### config.mk
export PLATFORM = sky130hd
export DESIGN_NAME = sbox_bist
export DESIGN_NICKNAME = d
export VERILOG_FILES = /design/src/rtl/sbox_bist.sv
export SDC_FILE = /design/constraint.sdc
export NUM_CORES = 1
export LEC_CHECK = 0
export CORE_ASPECT_RATIO = 0.5
export CORE_MARGIN = 3
export CORE_UTILIZATION = 47
export CTS_CLUSTER_DIAMETER = 30
export DETAILED_ROUTE_END_ITERATION = 16
export GPL_TIMING_DRIVEN = 0
export PLACE_DENSITY = 0.73
export SYNTH_ARGS = -nofsm -noshare
export SYNTH_HDL_FRONTEND = slang
export SYNTH_SLANG_ARGS = --single-unit
### constraint.sdc
create_clock -name clk -period 2.3 [get_ports clk]
set_clock_uncertainty 0.15 [all_clocks]
set_input_delay 0.23 -clock clk [delete_from_list [all_inputs] [get_ports clk]]
set_output_delay 0.23 -clock clk [all_outputs]
set_load 0.1 [all_outputs]
### src/rtl/sbox_bist.sv
// Built-in self-test for an AES S-box / InvSbox pair: sweeps all 256 bytes through S then InvS.
// Define SBOX_BIST_KAT_EN to also check four known-answer entries of the forward S-box.
module sbox_bist #(
    parameter int unsigned SETTLE_CYCLES = 1
) (
    input  logic       clk,
    input  logic       reset_n,
    input  logic       start,
    output logic       encrypt,
    output logic [7:0] byte_in,
    input  logic [7:0] byte_out,
    output logic       busy,
    output logic       done,
    output logic       pass,
    output logic [7:0] fail_byte,
    output logic [7:0] fail_data,
    output logic       fail_kat
);

    typedef enum logic [1:0] {
        IDLE,
        FWD,
        INV,
        FINISH
    } state_t;

    localparam logic [3:0] LAST = 4'(SETTLE_CYCLES - 1);

    state_t     state;
    logic [3:0] cnt;
    logic [7:0] x;

`ifdef SBOX_BIST_KAT_EN
    logic       kat_hit;
    logic [7:0] kat_exp;
    logic       kat_bad;
    logic       fail_kat_r;

    // NOTE: every variable gets a default before the case so no latch is inferred.
    always_comb begin
        kat_hit = 1'b1;
        kat_exp = 8'h00;
        case (x)
            8'h00:   kat_exp = 8'h63;
            8'h01:   kat_exp = 8'h7C;
            8'h53:   kat_exp = 8'hED;
            8'hFF:   kat_exp = 8'h16;
            default: kat_hit = 1'b0;
        endcase
    end

    assign kat_bad  = kat_hit && (byte_out != kat_exp);
    assign fail_kat = fail_kat_r;
`else
    assign fail_kat = 1'b0;
`endif

    // During INV, byte_in already holds the forward result y, so no separate y register.
    // NOTE: all state below is updated with non-blocking assignments so every register
    // sees the pre-edge values of the others.
    always_ff @(posedge clk) begin
        if (!reset_n) begin
            state     <= IDLE;
            cnt       <= '0;
            x         <= '0;
            encrypt   <= 1'b1;
            byte_in   <= 8'h00;
            busy      <= 1'b0;
            done      <= 1'b0;
            pass      <= 1'b0;
            fail_byte <= 8'h00;
            fail_data <= 8'h00;
`ifdef SBOX_BIST_KAT_EN
            fail_kat_r <= 1'b0;
`endif
        end else begin
            case (state)
                IDLE: begin
                    if (start) begin
                        state     <= FWD;
                        cnt       <= '0;
                        x         <= 8'h00;
                        encrypt   <= 1'b1;
                        byte_in   <= 8'h00;
                        busy      <= 1'b1;
                        done      <= 1'b0;
                        pass      <= 1'b0;
                        fail_byte <= 8'h00;
                        fail_data <= 8'h00;
`ifdef SBOX_BIST_KAT_EN
                        fail_kat_r <= 1'b0;
`endif
                    end
                end

                FWD: begin
                    if (cnt == LAST) begin
                        cnt <= '0;
`ifdef SBOX_BIST_KAT_EN
                        if (kat_bad) begin
                            state      <= FINISH;
                            busy       <= 1'b0;
                            done       <= 1'b1;
                            pass       <= 1'b0;
                            encrypt    <= 1'b1;
                            byte_in    <= 8'h00;
                            fail_byte  <= x;
                            fail_data  <= byte_out;
                            fail_kat_r <= 1'b1;
                        end else
`endif
                        begin
                            state   <= INV;
                            encrypt <= 1'b0;
                            byte_in <= byte_out;
                        end
                    end else begin
                        cnt <= cnt + 4'd1;
                    end
                end

                INV: begin
                    if (cnt == LAST) begin
                        cnt <= '0;
                        if (byte_out != x) begin
                            state     <= FINISH;
                            busy      <= 1'b0;
                            done      <= 1'b1;
                            pass      <= 1'b0;
                            encrypt   <= 1'b1;
                            byte_in   <= 8'h00;
                            fail_byte <= x;
                            fail_data <= byte_out;
                        end else if (x == 8'hFF) begin
                            state   <= FINISH;
                            busy    <= 1'b0;
                            done    <= 1'b1;
                            pass    <= 1'b1;
                            encrypt <= 1'b1;
                            byte_in <= 8'h00;
                        end else begin
                            state   <= FWD;
                            x       <= x + 8'd1;
                            encrypt <= 1'b1;
                            byte_in <= x + 8'd1;
                        end
                    end else begin
                        cnt <= cnt + 4'd1;
                    end
                end

                FINISH: state <= IDLE;

                default: state <= IDLE;
            endcase
        end
    end

endmodule

## Yosys cells after proc, flatten, opt, wreduce, memory -nomap -nowiden

Index checks and enable logic that the tools add are counted.

- Latch bits: 0
- Bits in writable memories: 0
- Memories kept: 0
- Memory bits (read-only): 0
- Bits in registers: 42

- Reductions and logical operators: 12
- Equality and inequality tests: 12
- Bitwise gates (word level): 0
- $lt $le $gt $ge: 0
- $add $sub $neg: 2
- Multiplexer cells: 41
- Divide/modulo/power cells: 0
- Multiply operators: 0
- Shift operators: 0

Operators by type and width:

| kind | count |
|---|---|
| $mux W8 | 12 |
| $pmux W8 S2 | 3 |
| $pmux W8 S3 | 1 |
| $mux W1 | 12 |
| $ne A2 B2 Y1 const B | 6 |
| $reduce_and A4 Y1 | 3 |
| $mux W2 | 5 |
| $add A8 B1 Y8 const B | 1 |
| $eq A8 B8 Y1 const B | 1 |
| $mux W4 | 2 |
| $ne A8 B8 Y1 | 1 |
| $pmux W2 S4 | 1 |
| $pmux W4 S2 | 1 |
| $pmux W1 S2 | 3 |
| $reduce_and A5 Y1 | 1 |
| $add A4 B1 Y4 const B | 1 |
| $eq A2 B2 Y1 const B | 2 |
| $logic_not A4 Y1 | 1 |
| $reduce_bool A2 Y1 | 2 |
| $ne A3 B3 Y1 const B | 1 |
| $pmux W1 S3 | 1 |
| $reduce_and A3 Y1 | 1 |
| $reduce_bool A3 Y1 | 1 |
| $eq A2 B1 Y1 const B | 1 |
| 3 further kinds | 3 |

## Depth between registers and ports, before layout

Gate-level depths: netlist of run 1.

- Depth in word-level cells: 5
- Mapped depth: 9
- Depth with buffers taken out: 7

## Least setup slack after synthesis of run 1

Ideal clock, no wire load.

- Path kind: reg2reg
- Start: register cnt[0]
- End: register x[5]
- Data required time: 2.035 ns
- Library setup time: 0.115 ns
- Arrival: 1.908 ns
- Clock period less this slack: 2.172 ns
- Stages on the path, launching flop included: 10
- Path buffers: 2
- Path slack: 0.128 ns
- Cells stage by stage: dfxtp_1 > inv_1 > ha_1 > or3b_1 > buf_2 > a211o_1 > buf_2 > nor3_1 > a21oi_1 > o21a_1

- Longest elaborated chain between the ends: 3

Ends and longest elaborated chain:

| item | line | source |
|---|---|---|
| from (decl) | 30 | `logic [3:0] cnt;` |
| from (signal assigned) | 118 | `cnt <= cnt + 4'd1;` |
| from (signal assigned) | 148 | `cnt <= cnt + 4'd1;` |
| $logic_not A4 Y1 | 123 | `if (cnt == LAST) begin` |
| $ne A2 B2 Y1 (no source line) | - |  |
| $reduce_and A5 Y1 (no source line) | - |  |
| to (signal assigned) | 143 | `x <= x + 8'd1;` |
| to (decl) | 31 | `logic [7:0] x;` |

Every way passes these cells.
A chain may end at the register's enable or synchronous reset.

## Worst setup path after layout of run 1

- Start: register cnt[0]
- End: register fail_data[5]

- Longest elaborated chain between the ends: 3

Ends and longest elaborated chain:

| item | line | source |
|---|---|---|
| $logic_not A4 Y1 | 123 |  |
| $ne A2 B2 Y1 (no source line) | - |  |
| $reduce_and A4 Y1 (no source line) | - |  |
| to (signal assigned) | 133 | `fail_data <= byte_out;` |
| to (decl) | 16 | `output logic [7:0] fail_data,` |

Every way passes these cells.

==> impl_metrics.yaml, run 1 <==
timing:
  setup_ws_ps: 21.8
  min_period_ps: 2280
  whs_ps: 209
  worst_pin_slew_ps: 978
  fmax_mhz: 439
  slew-limit-headroom_pct: 34.6
  slew_violations: 0
  finalSetupViolations: 0
  finalHoldViolations: 0
  fin_crit_sh_pct: 99.1
clocking:
  htreeDepth: 2
  cts_buffer_depth: 2
  root_buffer: "clkbuf_8"
  insertion_delay_ps: 290
  cts_tree: "done"
  clock-sinks: 42
  cts_buffers: 5
  cts_hold_buf: 0
  path_clk_slew_ps: 80
die:
  fp-row-count: 17
  start_util_pct: 50.2
  die_w_microns: 104
  coreArea_sq_um: 4530
  fp.dieArea_sq_um: 5760
  ioPinCount: 40
  die_h_microns: 55.2
route:
  drt_iter0_drc: 177
  first_pass_iters: 4
  vias_per_cell: 5.63
  wl_microns: 6240
  drc: 0
  routedWlPerCell_microns: 15.8
  vias: 2218
  ant_nets: 0
yosys:
  dominantRegCellSynth: "dfxtp_1"
  ys_ff_latch: 42
  synth.most_common_cell: "dfxtp_1"
  async_flop_share_pct: 0
  ys_warn_count: 0
  synth_edf_count: 0
  netlist_area_sq_um: 2270
  avgSynthCellArea_sq_um: 8.15
  ys_seq_area_share_pct: 37.0
  synth_top_area_cell: "dfxtp_1"
  synthTopCellsByArea: "dfxtp_1 37%, mux2i_1 9.2%, nand3_1 7.3%"
  syn_nets: 297
  synth_commonest_cells: "42 x dfxtp_1, 33 x nand3_1, 27 x nand2_1"
  synth_cell_types: 43
  postSynthCellCount: 279
  netlist.area_leader.share_pct: 37.0
worst_setup_path:
  critical_path_required_ps: 2370
  path_common_cell: "buf_6"
  slowest_stage: "a211o_4"
  worstPathCellList: "inv_2 -> ha_2 -> or3b_1 -> buf_6 -> a211o_4 -> a21o_1 -> buf_6 -> clkbuf_16 -> mux2i_1"
  crit_type: "reg -> reg"
  worstSetupEndpointType: "register"
  crit_fanout: 5
  cp-start-kind: "register"
  slowest_delay_ps: 360
  crit_arrival_ps: 2350
job:
  cap_violations: 0
power:
  swShare_pct: 35.7
  powerDensity_nw_per_um2: 724
  comb_power_share_pct: 38.4
  switchingPower_mw: 0.789
  peakVddDrop_uv: 314
  leakage_nw: 1.09
  p_int_mw: 1.42
  p_clk_share_pct: 26.6
  p_seq_share_pct: 34.9
global_route:
  grt_pass1_wl_microns: 9490
  grt-ovfl-total: 0
  antenna_found_initial: 0
  grt_usage_pct: 21.1
  grt_max_degree: 13
  first_global_vias: 2066
final_layout:
  num_antenna_cells: 0
  drive_above_1_share_pct: 14.6
  synthToLayoutAreaGrowth_pct: 34.3
  nets: 346
  fill_cells: 364
  instances_no_fill: 394
hold_path:
  hold_class: "in -> reg"
placed_design:
  dp_cells: 382
  hpwl_microns: 4520
  place_ws_ps: -362
  io_buffers: 37
  gp_congestion: 0.934
status:
  outcome: "finished clean"
## cell usage in the layout (no fill, tap or decap), drive strengths merged, types with 2 or more instances in the layout
cell and count:
o22ai 3, ha 7, nand3 33, mux2i 21
inv 6, a32oi 2, xnor2 10, a22oi 3
a21oi 15, nand4 6, o21ai 10, dfxtp 42
clkdlybuf4s50 37, a21o 3, or3 2, buf 18
nor4 2, and4 2, clkbuf 19, xor2 3
a31oi 3, nand3b 2, nand2 27, and3 3
nor2 17, nor3b 2, nor3 8, nand2b 3
a211oi 5
## registers in the layout (all words and copies together) (netlist names)
name / count
cnt: 4
pass: 1
busy: 1
state: 2
fail_byte: 8
x: 8
fail_data: 8
byte_in: 8
encrypt: 1
done: 1
## power groups by stage
stage / sequential, mW / combinational [mW] / clock [mW]
final: 0.772 / 0.849 / 0.589
after CTS: 0.772 / 0.713 / 0.603
after global placement: 0.788 / 0.685 / 0
after global routing: 0.776 / 0.903 / 0.640
after detailed placement: 0.789 / 0.694 / 0
after floorplan: 0.946 / 0.369 / 0
## repair_timing
action,4_1_cts,5_1_grt
pin swaps,2,5
cloned,0,1
setup buffers,1,9
resized for setup,8,29
setup endpoints to repair,27,31
## worst paths after layout
kind / startpoint / slack, ps / to / depth (start not counted)
setup / recovery: cnt[0] / 20 / fail_data[5] / 9
setup reg to reg: cnt[0] / 20 / fail_data[5] / 9
hold reg to reg: fail_byte[5] / 310 / fail_byte[5] / 2
hold / removal: reset_n / 210 / fail_byte[1] / 3
## per-layer routing
layer	share of wire, %	global-route usage, %
met5	0	0
met4	0.83	6.40
met3	7.3	5.10
met2	48	36.6
met1	44	26.8
## cell type report
cell class                 instances  area (sq um)  share of cell area (%)
sequential                        42           847                    27.7
multi-input combinational        204          1360                    44.5
tap                               66          82.6                    2.70
buffer                            20           130                    4.26
timing repair buffer              48           495                    16.2
clock buffer                       6          82.6                    2.70
clock inverter                     1          30.0                   0.984
inverter                           7          26.3                   0.861
## critical path: cells and delay by family (launching register included)
kind	cells	cell delay [ps]
multiplexers	1	180
flip-flops	1	340
buffers and inverters	4	500
AO/OA/AOI/OAI	2	530
AND/OR/NAND/NOR	1	350
adder cells (fa/ha/maj)	1	160
## metrics by stage
| stage | instance area (sq um) | power [mW] | setup TNS, ps | util, % |
|---|---|---|---|---|
| finish | 3050 | 2.21 | 0 | 67.4 |
| global route | 3050 | 2.32 | -66.3 | 67.4 |
| CTS | 2860 | 2.09 | -9.87 | 63.2 |
| detailed placement | 2730 | 1.48 | -4940 | 60.2 |
| global placement | 2730 | 1.47 | -4120 | 60.2 |
| floorplan | 2270 | 1.32 | 0 | - |
## cells by family after synthesis
family          after synthesis  synth area share (%)
simple gates                110                  23.7
flops                        42                  37.0
compound gates               52                  14.5
fa+ha+maj                     7                  3.85
xor+xnor                     13                  5.01
mux                          21                  9.25
buf+inv                      33                  6.55
other cells                   1                 0.165
No activity file was read; power rests on OpenSTA's default activity.
==> run 2: changes to the inputs <==
Settings changed: CORE_UTILIZATION 47 to 45, PLACE_DENSITY 0.73 to 0.71.
==> run 2 against run 1 <==
  * Largest cell class unchanged
  * Core utilization decreased by 0.25 points
  * First-iteration DRC count increased by 23%
  * Clock power decreased by 2%
  * Fmax increased by 1.3%
  * Worst hold slack got worse by 13 ps
==> impl_metrics.yaml, run 2 (synthesis gave the netlist of run 1 again) <==
status:
  outcome: "finished clean"
die:
  fp.dieArea_sq_um: 5990
  die_h_microns: 56.3
  start_util_pct: 49.0
  fp-row-count: 17
  coreArea_sq_um: 4640
  die_w_microns: 107
  ioPinCount: 40
hold_path:
  holdCritStartpoint: "reset_n"
  hold_class: "in -> reg"
placed_design:
  dp_cells: 382
  placed_area_sq_um: 2730
  io_buffers: 37
  gp_congestion: 0.925
  hpwl_microns: 4490
route:
  drt_iter0_drc: 218
  first_pass_iters: 5
  vias: 2305
  vias_per_cell: 5.76
  ant_nets: 0
  routedWlPerCell_microns: 16.4
  wl_microns: 6560
  drc: 0
global_route:
  grt-ovfl-total: 0
  grt_pass1_wl_microns: 10400
  grt_usage_pct: 21.7
  grt_max_degree: 13
  antenna_found_initial: 0
  first_global_vias: 2029
timing:
  worst_pin_slew_ps: 978
  whs_ps: 196
  grt_setup_unrepaired: "yes"
  finalHoldViolations: 0
  fin_tns_setup_ps: 0
  fin_crit_sh_pct: 97.8
  min_period_ps: 2250
  slew-limit-headroom_pct: 34.6
  fmax_mhz: 445
  slew_violations: 0
  finalSetupViolations: 0
clocking:
  cts_hold_buf: 0
  insertion_delay_ps: 290
  cts_tree: "done"
  root_buffer: "clkbuf_8"
  cts_buffer_depth: 2
  cts_buffers: 5
  htreeDepth: 2
  clock-sinks: 42
  path_clk_slew_ps: 80
worst_setup_path:
  worstSetupEndpointType: "register"
  crit_arrival_ps: 2290
  crit_fanout: 7
  startpoint: "cnt[1]"
  r2r_start: "cnt[1]"
  critical_path_required_ps: 2340
  crit_type: "reg -> reg"
  cp-start-kind: "register"
final_layout:
  nets: 351
  synthToLayoutAreaGrowth_pct: 36.9
  finalInstanceArea_sq_um: 3110
  num_antenna_cells: 0
  instances_no_fill: 400
  fill_cells: 408
  layout_common_cells: "37 x clkdlybuf4s50_1, 36 x dfxtp_1, 31 x nand3_1"
  layout_commonest_cell: "clkdlybuf4s50_1"
  drive_above_1_share_pct: 16.5
power:
  powerDensity_nw_per_um2: 730
  peakVddDrop_uv: 356
  power.total_mw: 2.27
  leakage_nw: 1.12
job:
  cap_violations: 0
-- run 2: cell count changes in the layout (fill, tap and decap cells not counted), moves of 2 or more --
cell	before	now
clkbuf_1	9	11
nor3_4	1	3
buf_4	11	14
ha_2	2	0
nor3_2	2	0
buf_12	3	1
-- run 2: cell type report --
type	instances	area [sq um]	share of cell area [%]
clock inverter	1	30.0	0.965
sequential	42	848	27.3
clock buffer	7	76.3	2.45
multi-input combinational	204	1390	44.6
tap	66	82.6	2.65
inverter	7	26.3	0.844
timing repair buffer	52	522	16.8
buffer	21	139	4.46
-- run 2: per-layer routing --
| layer | vias up | global-route usage (%) | share of wire (%) |
|---|---|---|---|
| li1 | 1102 | - | - |
| met1 | 1089 | 31.4 | 46 |
| met4 | 0 | 5.10 | 1.3 |
| met2 | 96 | 33.0 | 45 |
| met3 | 18 | 4.71 | 8.4 |
| met5 | - | 0 | 0 |
-- run 2: metrics by stage --
step / worst slack, ps / util [%]
after floorplan: 128 / -
after global placement: -411 / 58.8
after detailed placement: -435 / 58.8
after CTS: -5.64 / 61.9
after global routing: -21.4 / 67.1
final: 51.2 / 67.1
-- run 2: worst paths after layout --
| kind | endpoint | slack, ps | depth (start not counted) |
|---|---|---|---|
| max reg2reg | fail_byte[7] | 50 | 9 |
| min | fail_byte[1] | 200 | 3 |
| max | fail_byte[7] | 50 | 9 |
| min reg2reg | fail_byte[3] | 310 | 2 |
-- run 2: power breakdown --
| part | total [mW] | internal (mW) | switching, mW |
|---|---|---|---|
| clock | 0.580 | 0.325 | 0.255 |
| combinational | 0.919 | 0.361 | 0.558 |
| sequential | 0.773 | 0.756 | 0.0170 |
-- run 2: worst max-delay path, cell delays in order (launching register included) --
cell and delay, ps:
dfxtp_2 350, inv_2 70, ha_4 120, or3b_1 350
buf_6 130, a211o_4 380, a21o_1 180, buf_6 140
clkbuf_16 160, mux2i_1 110
-- run 2: what timing repair did --
| action | in CTS | in global routing |
|---|---|---|
| resized for setup | 11 | 34 |
| pin swaps | 2 | 6 |
| setup buffers | 2 | 11 |
| setup endpoints to repair | 31 | 31 |
| cloned | 0 | 2 |
